<file path="src/rtl/if_fetch_unit.sv">
// Instruction-fetch stage: owns the PC, handshakes with instruction memory, applies ID
// redirects and feeds IF/ID through a 1-entry skid buffer. Optional counters: IF_PERF_CNT_EN.
module if_fetch_unit #(
  parameter logic [31:0] RESET_PC = 32'h0000_0000
) (
  input  logic        clk,
  input  logic        reset_n,
  input  logic        hold,
  input  logic        branch_taken,
  input  logic [31:0] branch_target,
  input  logic        jump,
  input  logic [31:0] jump_target,
  output logic        imem_req,
  output logic [31:0] imem_addr,
  input  logic        imem_ready,
  input  logic [31:0] imem_rdata,
  output logic [31:0] InstructionIF,
  output logic [31:0] PC4IF,
  output logic        if_valid,
  output logic        flush
`ifdef IF_PERF_CNT_EN
  ,
  output logic [31:0] fetch_cnt,
  output logic [31:0] wait_cnt,
  output logic [31:0] redir_cnt
`endif
);

  typedef enum logic [1:0] {IDLE, FETCH, FULL, DISCARD} state_t;

  state_t      state;
  logic [31:0] fetch_pc;
  logic [31:0] redir_pc;
  logic [31:0] skid_instr;
  logic [31:0] skid_pc4;
  logic [31:0] pc_next;
  logic [31:0] target;
  logic        redir_act;
  logic        consume;

  // A redirect presented during a stall is ignored; ID re-presents it afterwards.
  assign redir_act = (branch_taken | jump) & ~hold;
  assign target    = branch_taken ? branch_target : jump_target;
  assign consume   = ~hold;
  assign flush     = redir_act;
  assign imem_addr = fetch_pc;
  assign pc_next   = fetch_pc + 32'd4;

  // NOTE: all state below uses non-blocking assignments so every branch of the case
  // reads pre-edge values, exactly like the flops it describes.
  always_ff @(posedge clk or negedge reset_n) begin
    if (!reset_n) begin
      state         <= IDLE;
      imem_req      <= 1'b0;
      fetch_pc      <= RESET_PC;
      redir_pc      <= RESET_PC;
      skid_instr    <= '0;
      skid_pc4      <= '0;
      InstructionIF <= '0;
      PC4IF         <= '0;
      if_valid      <= 1'b0;
    end else begin
      case (state)
        IDLE: begin
          state    <= FETCH;
          imem_req <= 1'b1;
        end

        FETCH: begin
          if (redir_act) begin
            InstructionIF <= '0;
            PC4IF         <= '0;
            if_valid      <= 1'b0;
            if (imem_ready) begin
              fetch_pc <= target;
            end else begin
              // The in-flight request must still complete before the new PC is used.
              redir_pc <= target;
              state    <= DISCARD;
            end
          end else if (imem_ready) begin
            fetch_pc <= pc_next;
            if (!if_valid || consume) begin
              InstructionIF <= imem_rdata;
              PC4IF         <= pc_next;
              if_valid      <= 1'b1;
            end else begin
              skid_instr <= imem_rdata;
              skid_pc4   <= pc_next;
              imem_req   <= 1'b0;
              state      <= FULL;
            end
          end else if (consume) begin
            InstructionIF <= '0;
            PC4IF         <= '0;
            if_valid      <= 1'b0;
          end
        end

        FULL: begin
          if (redir_act) begin
            InstructionIF <= '0;
            PC4IF         <= '0;
            if_valid      <= 1'b0;
            fetch_pc      <= target;
            imem_req      <= 1'b1;
            state         <= FETCH;
          end else if (consume) begin
            InstructionIF <= skid_instr;
            PC4IF         <= skid_pc4;
            if_valid      <= 1'b1;
            imem_req      <= 1'b1;
            state         <= FETCH;
          end
        end

        DISCARD: begin
          if (redir_act) redir_pc <= target;
          if (imem_ready) begin
            fetch_pc <= redir_act ? target : redir_pc;
            state    <= FETCH;
          end
        end

        default: begin
          state    <= IDLE;
          imem_req <= 1'b0;
        end
      endcase
    end
  end

`ifdef IF_PERF_CNT_EN
  logic fetch_done;
  logic redir_done;

  assign fetch_done = (state == FETCH) & imem_ready & ~redir_act;
  assign redir_done = redir_act & (state != IDLE);

  always_ff @(posedge clk or negedge reset_n) begin
    if (!reset_n) begin
      fetch_cnt <= '0;
      wait_cnt  <= '0;
      redir_cnt <= '0;
    end else begin
      fetch_cnt <= fetch_cnt + {31'b0, fetch_done};
      wait_cnt  <= wait_cnt + {31'b0, imem_req & ~imem_ready};
      redir_cnt <= redir_cnt + {31'b0, redir_done};
    end
  end
`endif

endmodule

</file>
<file path="config.mk">
export PLATFORM = sky130hd
export DESIGN_NAME = if_fetch_unit
export DESIGN_NICKNAME = d
export VERILOG_FILES = /design/src/rtl/if_fetch_unit.sv
export SDC_FILE = /design/constraint.sdc
export NUM_CORES = 1
export LEC_CHECK = 0
export CAP_MARGIN = 0
export CORE_ASPECT_RATIO = 0.6
export CORE_UTILIZATION = 25
export DETAILED_ROUTE_END_ITERATION = 10
export DONT_BUFFER_PORTS = 1
export SYNTH_ARGS = -nofsm -noshare
export SYNTH_HDL_FRONTEND = slang
export SYNTH_SLANG_ARGS = --single-unit
</file>
<file path="constraint.sdc">
create_clock -name clk -period 4.3 [get_ports clk]
set_input_delay 0.645 -clock clk [delete_from_list [all_inputs] [get_ports clk]]
set_output_delay 0.645 -clock clk [all_outputs]
set_load 0.01 [all_outputs]
</file>
# Yosys cells after proc, flatten, opt, wreduce, memory -nomap -nowiden
# Index checks and enable logic that the tools add are counted.
word_totals:
  in_bits: 102
  out_inout_bits: 99
  reg_bits: 196
op_classes:
  bitwise: 5
  n_eq_ne: 16
  addsub: 1
  n_mux: 44
  n_reduce_logical: 13
ops:
  columns: ["cell", "count"]
  rows:
  - ["$mux 32", 20]
  - ["$pmux 32 s2", 3]
  - ["$pmux 32 s3", 1]
  - ["$add 32x3->32 const B", 1]
  - ["$mux 2", 7]
  - ["$ne 2x2->1 const B", 7]
  - ["$ne 3x3->1 const B", 4]
  - ["$reduce_and 4->1", 3]
  - ["$mux 1", 10]
  - ["$reduce_and 5->1", 2]
  - ["$ne 4x4->1 const B", 2]
  - ["$pmux 2 s4", 1]
  - ["$reduce_bool 3->1", 2]
  - ["$eq 2x2->1 const B", 2]
  - ["$reduce_bool 2->1", 2]
  - ["$not 1->1", 3]
  - ["$pmux 1 s3", 1]
  - ["$reduce_and 3->1", 1]
  - ["$eq 2x1->1 const B", 1]
  - ["$logic_not 2->1", 1]
  - ["$pmux 1 s2", 1]
  - ["$and 1x1->1", 1]
  - ["$logic_not 1->1", 1]
  - ["$logic_or 1x1->1", 1]
  - ["$or 1x1->1", 1]

# Longest topological paths before layout
depth:
  word_depth: 6
  depth_mapped: 10

# Least setup slack after synthesis
# No wires, ideal clock.
synth_path:
  path_type: "input-to-output"
  from: "in hold"
  to: "out flush"
  t_arrival_ns: 1.452
  cell_stages: 4
  slack_ns: 2.203
  required_ns: 3.655
  cell_sequence: "o21bai_2 inv_1 buf_2 buf_1"
synth_between:
  elab_chain_len: 2
synth_rtl:
  columns: ["item", "line_no", "text"]
  rows:
  - ["from (decl)", "8", "input logic hold,"]
  - ["$not 1->1", "42", "assign redir_act = (branch_taken | jump) & ~hold;"]
  - ["$and 1x1->1", "42", null]
  - ["to (decl)", "20", "output logic flush"]
# No other way between the ends.

# Worst setup path after layout
layout_path:
  from: "reg state[1]"
  to: "reg fetch_pc[28], in the netlist imem_addr[28]"
layout_between:
  elab_chain_len: 3
  word_cells_on_any_way: 9
  cone_classes: "eq/ne (6); mux (1); reduce/logical (2)"
layout_rtl:
  columns: ["item", "line_no", "text"]
  rows:
  - ["from (decl)", "31", "state_t state;"]
  - ["from (signal assigned)", "53", "state <= IDLE;"]
  - ["from (signal assigned)", "65", "state <= FETCH;"]
  - ["from (signal assigned)", "79", "state <= DISCARD;"]
  - ["$eq 2x2->1 / $eq 2x1->1 (equally long branches)", "63", "case (state)"]
  - ["$ne 2x2->1 (no line) / $reduce_bool 3->1 (equally long branches)", null, null]
  - ["$reduce_and 4->1 (no line)", null, null]
  - ["to (signal assigned)", "75", "fetch_pc <= target;"]
  - ["to (signal assigned)", "82", "fetch_pc <= pc_next;"]
  - ["to (signal assigned)", "105", "fetch_pc <= target;"]
  - ["to (decl)", "32", "logic [31:0] fetch_pc;"]
# Parallel ways exist; a longest one is shown, timed or not.
# A chain may end at the register's enable or synchronous reset.

==> summary.md <==
| Metric | Value |
|---|---|
| Final setup vio count | 0 |
| Post-synth EDFFs | 0 |
| Count leader, synth | dfrtp_1 |
| Via/cell ratio | 5.24 |
| Die H | 155 µm |
| GR Util All Layers | 15.6% |
| DR WL met2 | 13.6 mm |
| Detailed placement HPWL | 21.8 mm |
| Reg clk slew, reported paths | 0.08 ns |
| Maximum vdd drop | 0.376 mV |
| Final min period | 3.03 ns |
| Final worst-path cycle share | 70.4% |
| Final Power | 8.81 mW |
| Layout cell share with drive strength beyond 1 | 11.7% |
| Setup_tns | 0 ns |
| Synth cell count leaders | dfrtp_1, nor2_1, a21oi_1, nand2_1, o21ai_0 |
| Remaining global-route overflow | 0 |
| Post-synth top area share | 50.1% |
| Placement Rows | 55 |
| Register bit total from synthesis | 196 |
| Vias in the first global route | 7,403 |
| Synth cell types | 64 |
| Element type at the critical path start | flop |
| DRT Wirelength | 30.7 mm |
| Uppermost layer routed | met4 |
| Final Hold Slack | -0.107 ns |
| Max Clock Skew | 0.0148 ns |
| Failing checks | negative hold slack |
| Global placer's final weighted congestion | 0.844 |
| RSZ-0062 raised after global routing | no |
| Largest net degree at the start of global routing | 197 |
| # diodes | 0 |
| Post-layout util | 28.3% |
| Kind of critical path | reg2reg |
| Syn avg cell area | 9.67 µm² |
| PD cells | 816 nW/µm² |
| Initial antenna violation count | 0 |
| Max_cap viols | 0 |
| Die width | 257 µm |
| Root buffer cell | clkbuf_16 |
| Skew-Pair Late Insertion Delay | 0.45 ns |
| Initial Util | 25.7% |
| Slew headroom | 30.3% |
| # Post-CTS Setup Buffers | 0 |
| I/O Buffers | 0 |
| ANT nets after route | 0 |
| Placeable Area | 38,100 µm² |
| Hold Vio Cnt, Final | 196 |
| Gates resized, CTS repair | 0 |
| Max Fclk | 0.330 GHz |
| Global-route wire length before repair | 47.3 mm |
| Layout net count | 1,071 |
| M1 WL | 13.8 mm |
| CP max FO | 17 |
| Measured slew at the worst slew-check pin | 1.05 ns |
| WP data arrival | 3.39 ns |
| Routed length per instance | 20.7 µm |
| Met3 wire len | 2.93 mm |
| TritonCTS Buffers | 17 |
| CTS tree | done |
| Seq/Total Area, Yosys | 50.1% |
| Drt pass-1 iters | 6 |
| Iter 0 DRT Violations | 707 |
| Crit. End Element | flop |
| # H-tree levels | 4 |
| Clk sink count | 196 |
| Ys async rst share | 100% |
| Most area-consuming cells after synthesis | dfrtp_1, nor2_1, mux2_2, a21oi_1, a221oi_1 |
| Slew Limit Fails | 0 |
| DRC viols | 0 |
| Cells after synthesis | 1,012 |
| Type of the worst min-delay path | in2async |
| Io pins | 201 |
| Total die area | 40,000 µm² |
| Synthesized area | 9790 µm² |
| P&R area growth vs syn | 10.4% |
| Clock Path Buffers | 2 |
| Ys Warns | 0 |
| Largest area contributor in the netlist | dfrtp_1 |
| Leakage | 4.42 nW |
| Req. time, crit path | 4.66 ns |
| Mapped Nets | 1,120 |
| Status | complete, but fails checks |
| Vias after detailed routing | 7,795 |
| Ys flop type | dfrtp_1 |
registers in the layout (all words and copies together), names as in the netlist:
register       flops
skid_pc4          32
InstructionIF     32
skid_instr        32
imem_addr         32
if_valid           1
PC4IF             32
redir_pc          32
state              2
imem_req           1
worst max-delay path, cell delays in order (launching register included):
cell and delay [ns]:
dfrtp_1 0.48, inv_1 0.10, ha_1 0.33, o21bai_1 0.27, nor2b_1 0.80, nand2_2 0.53, a21oi_1 0.26, a2bb2oi_1 0.19
report_power, final:
part / switching [mW] / leakage (nW) / internal [mW]
Clock: 0.784 / 0.304 / 0.960
Combinational: 1.92 / 1.77 / 1.29
Sequential: 1.12 / 2.35 / 2.74
Total: 3.83 / 4.42 / 4.99
kinds of logic (layout without fill, tap and decap cells):
| group | count (synthesis) | after routing | synth area share (%) |
|---|---|---|---|
| XOR/XNOR | 22 | 22 | 1.97 |
| buffers and inverters | 103 | 66 | 4.61 |
| AND/OR/NAND/NOR | 314 | 314 | 14.7 |
| flip-flops | 196 | 196 | 50.1 |
| AO/OA/AOI/OAI | 295 | 295 | 19.5 |
| adder cells (fa/ha/maj) | 6 | 6 | 0.767 |
| multiplexers | 76 | 76 | 8.37 |
final cells by class:
class,count,area [µm²]
Fill cell,4018,27300
Sequential cell,196,4900
Multi-Input combinational cell,713,4440
Tap cell,513,642
Clock buffer,19,453
Clock inverter,12,169
Timing Repair Buffer,13,110
Inverter,22,82.6
placed cells by master (no fill, tap or decap), types with 16 or more instances in the layout:
master     netlist  routed
mux2_2          47      47
nor3_1          21      21
nor2_1         144     144
mux2i_1         29      29
inv_1           22      22
nand2_1         74      74
dfrtp_1        196     196
o21ai_0         65      65
clkbuf_16        0      17
a21oi_1         88      88
a221oi_1        43      43
nand3_1         16      16
routing by layer:
layer	vias to the layer above	global-route usage, %
li1	3548	-
met1	3941	21.6
met2	285	23.0
met3	21	5.73
met4	0	3.86
met5	-	0
metrics by stage:
| stage | cell area, µm² | instances | worst slack, ns |
|---|---|---|---|
| 2_1_floorplan | 9790 | 1012 | 2.20 |
| 3_3_place_gp | 10200 | 1457 | 1.50 |
| 3_5_place_dp | 10200 | 1457 | 1.44 |
| 4_1_cts | 10800 | 1488 | 1.39 |
| 5_1_grt | 10800 | 1488 | 1.09 |
| 6_report | 10800 | 1488 | 1.27 |
path summary, 6_finish.rpt:
check                                  start             to  slack [ns]  cells after the start
worst max-delay path                state[1]  imem_addr[28]        1.27                      7
worst min-delay path                 reset_n   redir_pc[25]       -0.11                      0
worst max register to register      state[1]  imem_addr[28]        1.27                      7
worst min register to register  skid_pc4[25]   skid_pc4[25]        0.48                      2
max in group asynchronous            reset_n       PC4IF[3]        4.07                      0
min in group clk                  imem_ready       state[0]        0.33                      1
Note: power is estimated with default switching activity, not from simulation.
